File: config.mk
export PLATFORM = sky130hd
export DESIGN_NAME = seg7_scan_reader
export DESIGN_NICKNAME = d
export VERILOG_FILES = /design/src/rtl/seg7_scan_reader_pkg.sv /design/src/rtl/seg7_scan_reader_to_hex.sv /design/src/rtl/seg7_scan_reader.sv
export SDC_FILE = /design/constraint.sdc
export NUM_CORES = 1
export LEC_CHECK = 0
export BUFFER_PORTS_ARGS = -buffer_cell sky130_fd_sc_hd__buf_2
export CAP_MARGIN = 20
export CORE_MARGIN = 1.5
export CORE_UTILIZATION = 60
export CTS_CLUSTER_SIZE = 40
export DETAILED_ROUTE_END_ITERATION = 8
export PLACE_DENSITY = 0.83
export SYNTH_ARGS = -nofsm -noshare
export SYNTH_HDL_FRONTEND = slang
export SYNTH_SLANG_ARGS = --single-unit
File: constraint.sdc
create_clock -name clk -period 5 [get_ports clk]
set_input_delay 1 -clock clk [delete_from_list [all_inputs] [get_ports clk]]
set_output_delay 1 -clock clk [all_outputs]
set_load 0.02 [all_outputs]
File: src/rtl/seg7_scan_reader_pkg.sv
// seg7_scan_reader_pkg: segment patterns (seg[0]=a ... seg[6]=g, active low), FSM states
package seg7_scan_reader_pkg;
  typedef logic [0:6] seg_t;
  typedef enum logic [1:0] {IDLE, TRACK, HELD} state_e;
  localparam seg_t SEG_0 = 7'b0000001;
  localparam seg_t SEG_1 = 7'b1001111;
  localparam seg_t SEG_2 = 7'b0010010;
  localparam seg_t SEG_3 = 7'b0000110;
  localparam seg_t SEG_4 = 7'b1001100;
  localparam seg_t SEG_5 = 7'b0100100;
  localparam seg_t SEG_6 = 7'b0100000;
  localparam seg_t SEG_7 = 7'b0001111;
  localparam seg_t SEG_8 = 7'b0000000;
  localparam seg_t SEG_9 = 7'b0000100;
  localparam seg_t SEG_A = 7'b0001000;
  localparam seg_t SEG_B = 7'b1100000;
  localparam seg_t SEG_C = 7'b0110001;
  localparam seg_t SEG_D = 7'b1000010;
  localparam seg_t SEG_E = 7'b0110000;
  localparam seg_t SEG_F = 7'b0111000;
  localparam seg_t SEG_BLANK = 7'b1111111;
  localparam seg_t SEG_TAB [16] = '{SEG_0, SEG_1, SEG_2, SEG_3, SEG_4, SEG_5, SEG_6, SEG_7,
                                    SEG_8, SEG_9, SEG_A, SEG_B, SEG_C, SEG_D, SEG_E, SEG_F};
endpackage

File: src/rtl/seg7_scan_reader_to_hex.sv
// seg7_scan_reader_to_hex: combinational segment pattern -> {hit, blank, nibble} lookup
module seg7_scan_reader_to_hex
  import seg7_scan_reader_pkg::*;
(
  input  logic [0:6] seg,
  output logic       hit,
  output logic       blank,
  output logic [3:0] nibble
);
  always_comb begin
    hit = 1'b0;
    nibble = '0;
    for (int k = 0; k < 16; k++) begin
      if (seg == SEG_TAB[k]) begin
        hit = 1'b1;
        nibble = 4'(k);
      end
    end
  end
  assign blank = seg == SEG_BLANK;
endmodule

File: src/rtl/seg7_scan_reader.sv
// seg7_scan_reader: rebuilds hex digits from a multiplexed active-low 7-segment bus once each dwell settles
module seg7_scan_reader
  import seg7_scan_reader_pkg::*;
#(
  parameter int N_DIGITS      = 4,
  parameter int STABLE_CYCLES = 4,
  parameter int TIMEOUT       = 1000
) (
  input  logic                  clk,
  input  logic                  rst,
  input  logic [0:6]            seg,
  input  logic [N_DIGITS-1:0]   an,
  output logic [4*N_DIGITS-1:0] digits,
  output logic [N_DIGITS-1:0]   valid,
  output logic                  err,
  output logic                  frame_done,
  output logic                  lost
);
  localparam int CW = $clog2(STABLE_CYCLES + 1);
  localparam int TW = $clog2(TIMEOUT + 1);
  localparam logic [CW-1:0] STABLE_C = CW'(STABLE_CYCLES);
  localparam logic [TW-1:0] TMO_C = TW'(TIMEOUT);
  state_e state_q, state_d;
  seg_t seg_q;
  logic [N_DIGITS-1:0] an_q, sel, seen_q, seen_d, valid_q, valid_d;
  logic [4*N_DIGITS-1:0] digits_q, digits_d;
  logic [CW-1:0] cnt_q, cnt_d;
  logic [TW-1:0] tmo_q, tmo_d;
  logic err_q, err_d, fd_q, fd_d, lost_q, lost_d;
  logic one_hot, same, cap, hit, blank;
  logic [3:0] nibble;
  seg7_scan_reader_to_hex u_dec (.seg(seg), .hit(hit), .blank(blank), .nibble(nibble));
  assign sel = ~an;
  assign one_hot = (sel != '0) && ((sel & (sel - 1'b1)) == '0);
  assign same = (seg == seg_q) && (an == an_q);
  always_comb begin
    state_d = state_q;
    cnt_d = cnt_q;
    cap = 1'b0;
    if (!one_hot) begin
      state_d = IDLE;
      cnt_d = '0;
    end else if (state_q == IDLE || !same) begin
      state_d = TRACK;
      cnt_d = CW'(1);
    end else if (state_q == TRACK) begin
      cnt_d = cnt_q + 1'b1;
      cap = cnt_d == STABLE_C;
      state_d = cap ? HELD : TRACK;
    end
  end
  // a capture always wins over the timeout, even on the expiry edge
  always_comb begin
    digits_d = digits_q;
    valid_d = valid_q;
    seen_d = seen_q;
    err_d = 1'b0;
    fd_d = 1'b0;
    lost_d = lost_q;
    tmo_d = (tmo_q == TMO_C) ? tmo_q : tmo_q + 1'b1;
    if (cap) begin
      for (int i = 0; i < N_DIGITS; i++) begin
        if (sel[i]) begin
          digits_d[4*i +: 4] = hit ? nibble : digits_q[4*i +: 4];
          valid_d[i] = hit;
        end
      end
      err_d = !hit && !blank;
      seen_d = seen_q | sel;
      fd_d = &seen_d;
      seen_d = fd_d ? '0 : seen_d;
      tmo_d = '0;
      lost_d = 1'b0;
    end else if (tmo_d == TMO_C) begin
      lost_d = 1'b1;
      valid_d = '0;
    end
  end
  always_ff @(posedge clk) begin
    if (rst) begin
      state_q <= IDLE;
      seg_q <= SEG_BLANK;
      an_q <= '1;
      cnt_q <= '0;
      tmo_q <= '0;
      digits_q <= '0;
      valid_q <= '0;
      seen_q <= '0;
      err_q <= 1'b0;
      fd_q <= 1'b0;
      lost_q <= 1'b0;
    end else begin
      state_q <= state_d;
      seg_q <= seg;
      an_q <= an;
      cnt_q <= cnt_d;
      tmo_q <= tmo_d;
      digits_q <= digits_d;
      valid_q <= valid_d;
      seen_q <= seen_d;
      err_q <= err_d;
      fd_q <= fd_d;
      lost_q <= lost_d;
    end
  end
  assign digits = digits_q;
  assign valid = valid_q;
  assign err = err_q;
  assign frame_done = fd_q;
  assign lost = lost_q;
endmodule
==> PnR_summary.wiki <==
{| class="wikitable"
! Metric !! Value
|-
| Tightest Pin Transition || 0.6288 ns
|-
| Total detailed-routing wirelength || 5635 µm
|-
| Number of instances in the synthesized netlist || 314
|-
| DIE HEIGHT || 69.82 µm
|-
| Net Count, Synth || 331
|-
| Total via count after detailed routing || 2274
|-
| Starting density of the core || 0.6195
|-
| Area post-placement || 2828 µm²
|-
| Total CTS buffers || 5
|-
| Clock-pin slew on the worst setup and hold paths || 0.10 ns
|-
| Number of nets with antenna violations after routing || 0
|-
| Synth Cell Area || 2679 µm²
|-
| Die width || 69.82 µm
|-
| Crit share post-route || 0.5505
|-
| Worst-skew pair later-pin latency || 0.31 ns
|-
| Total negative slack || 0 ns
|-
| DRC violation count after routing || 0
|-
| Number of antenna violations at the first check in global routing || 0
|-
| Crit path max fanout || 16
|-
| Fmax || 0.3633 GHz
|-
| Mean Syn Cell Area || 8.531 µm²
|-
| Synthesis warning total || 0
|-
| Die Outline Area || 4875 µm²
|-
| Int Pwr || 0.6209 mW
|-
| Yosys cell types || 51
|-
| Number of diodes || 0
|-
| Part of the Yosys area used for sequential elements || 0.3961
|-
| Final cell area excluding filler cells || 2948 µm²
|-
| Clock tree from TritonCTS || yes
|-
| Site Rows || 24
|-
| Clock group share of total power || 0.372
|-
| Area growth from synthesis to layout || 10.04%
|-
| Core region area || 4324 µm²
|-
| IO buf count || 35
|-
| First drt pass iteration count || 4
|-
| DR iter-0 viols || 264
|-
| Nets || 352
|-
| H-Tree Depth || 2
|-
| Class of the worst hold path || reg2reg
|-
| Number of enable flip-flop cells after synthesis || 0
|-
| Required time of the critical path || 5.21 ns
|-
| Post-CTS Repair Setup Buffers || 0
|-
| Primary flip-flop cell chosen by synthesis mapping || dfxtp_1
|-
| Final critical delay including setup and external delays || 2.752 ns
|-
| First-pass GRT wire length || 9487 µm
|-
| Largest vdd supply drop || 0.2338 mV
|-
| Combinational group share of total power || 0.092
|-
| Number of top-level pins || 36
|-
| Overall track demand over capacity in global routing || 0.2368
|-
| Leakage power || 1.151 nW
|-
| Number of buffers inserted for hold repair after clock tree synthesis || 0
|-
| Routability Congestion || 0.8417
|-
| Result of the run || finished clean
|-
| Crit end category || flop
|-
| P per Cell Area || 276.0 nW/µm²
|-
| Flop pwr share || 0.537
|-
| Max Root-Sink Buffers || 2
|-
| Largest net degree at the start of global routing || 24
|-
| Max-cap violation count || 0
|-
| Vias in the first global route || 2091
|-
| Final setup viols || 0
|-
| Post-detailed-route via-to-cell ratio || 5.861
|-
| Quantity of gates resized following cts || 0
|-
| Critical path class || in2reg
|-
| Worst setup skew after layout || 0.008705 ns
|-
| Max-Slew Margin vs Limit || 0.5804
|-
| HPWL reported at the end of detailed placement || 3990 µm
|-
| Net Sw Frac || 0.2368
|-
| Arrival time at the worst endpoint || 2.96 ns
|-
| DR WL/cell || 14.52 µm
|-
| Number of synthesized register bits || 53
|-
| Commonest non-fill, non-tap cell in the layout || dfxtp_1
|-
| Clock Sinks || 53
|-
| Clock root buffer || clkbuf_8
|-
| Setup repair after global routing missed its margin || no
|-
| Switching component of the power || 0.1927 mW
|-
| GR Overflow Total || 0
|-
| Startpoint types || input port
|-
| Share of post-route cells with drive strength above 1 || 0.1726
|-
| Top library cells by usage in the layout, fill and taps aside || dfxtp_1, buf_2, nand2_1
|-
| Final Hold Fails || 0
|-
| Asr flop ratio synth || 0
|-
| Fin. max-slew vios || 0
|}
==> kinds of logic after synthesis <==
kind of cell / Yosys count / synth area share
DFF: 53 / 0.3961
adders and majority gates: 4 / 0.01868
xor gates and xnor gates: 24 / 0.07847
buffers and inverters: 32 / 0.04951
and+or+nand+nor: 138 / 0.2844
muxes: 15 / 0.05651
AOI/OAI and AO/OA: 48 / 0.1163
==> worst max-delay path, stage by stage <==
cell,delay (ns)
buf_2,0.24
nand2_1,0.13
or4_1,0.51
o21ba_1,0.21
and4_4,0.20
or3_1,0.41
a31o_1,0.26
==> path summary, 6_finish.rpt <==
check | start | end | slack, ns | cells after the start
max | seg[3] | digits[3] | 2.25 | 7
min | lost | lost | 0.45 | 2
max reg2reg | tmo_q[0] | valid[3] | 2.36 | 8
min reg2reg | lost | lost | 0.45 | 2
==> sequential cells by signal, indices dropped and copies added, names as in the netlist <==
register and cells:
digits 16, state_q 2, frame_done 1, err 1
seen_q 4, cnt_q 3, tmo_q 10, lost 1
seg_q 7, an_q 4, valid 4
==> power groups by stage <==
stage	combinational [mW]	clock, mW	sequential (mW)
after floorplan	0.0589	0	0.444
after global placement	0.0718	0	0.446
after detailed placement	0.0731	0	0.446
after CTS	0.0738	0.306	0.437
after global routing	0.0833	0.323	0.438
final	0.0745	0.302	0.437
==> metrics by stage <==
| step | util | hold WS, ns | worst slack (ns) | power [mW] | cells |
|---|---|---|---|---|---|
| finish | 0.6817 | 0.4497 | 2.248 | 0.8136 | 388 |
| global route | 0.6817 | 0.4818 | 2.094 | 0.8441 | 388 |
| CTS | 0.6817 | 0.4531 | 2.267 | 0.8161 | 388 |
| detailed placement | 0.6539 | 0.4376 | 1.943 | 0.5195 | 380 |
| global placement | 0.6539 | 0.4322 | 1.995 | 0.5177 | 380 |
| floorplan | - | 0.4404 | 2.114 | 0.5026 | 314 |
==> cell usage after synthesis, drive strengths merged (3+ instances only) <==
cell | number | area, µm²
a31oi | 5 | 31.28
xor2 | 10 | 87.58
clkbuf | 16 | 60.06
buf | 5 | 31.28
nand2 | 31 | 116.4
ha | 4 | 50.05
nor2 | 21 | 78.83
xnor2 | 14 | 122.6
dfxtp | 53 | 1061
nand3b | 3 | 22.52
o21a | 4 | 30.03
a21oi | 15 | 75.07
nand4 | 9 | 56.30
mux2i | 14 | 140.1
nand4b | 4 | 35.03
or2 | 12 | 75.08
nand3 | 15 | 75.07
or3 | 7 | 43.79
or4 | 3 | 22.52
nor4 | 7 | 43.79
nand2b | 3 | 18.77
inv | 11 | 41.29
o21ai | 7 | 35.03
nor3 | 8 | 50.05
==> final cells by class <==
cell class	instances	area (µm²)
multi-input cells	229	1485
fillers	358	1376
flip-flops and latches	53	1061
repair buffers	35	175.2
clock buffers	6	82.58
well taps	52	65.06
inverters	11	41.29
clock inverters	2	37.54
==> routing by layer <==
metal	GRT usage	share of wire
met5	0	0
met4	0.07265	0.010
met3	0.04651	0.052
met2	0.3746	0.46
met1	0.3278	0.48
No activity file was read; power rests on OpenSTA's default activity.
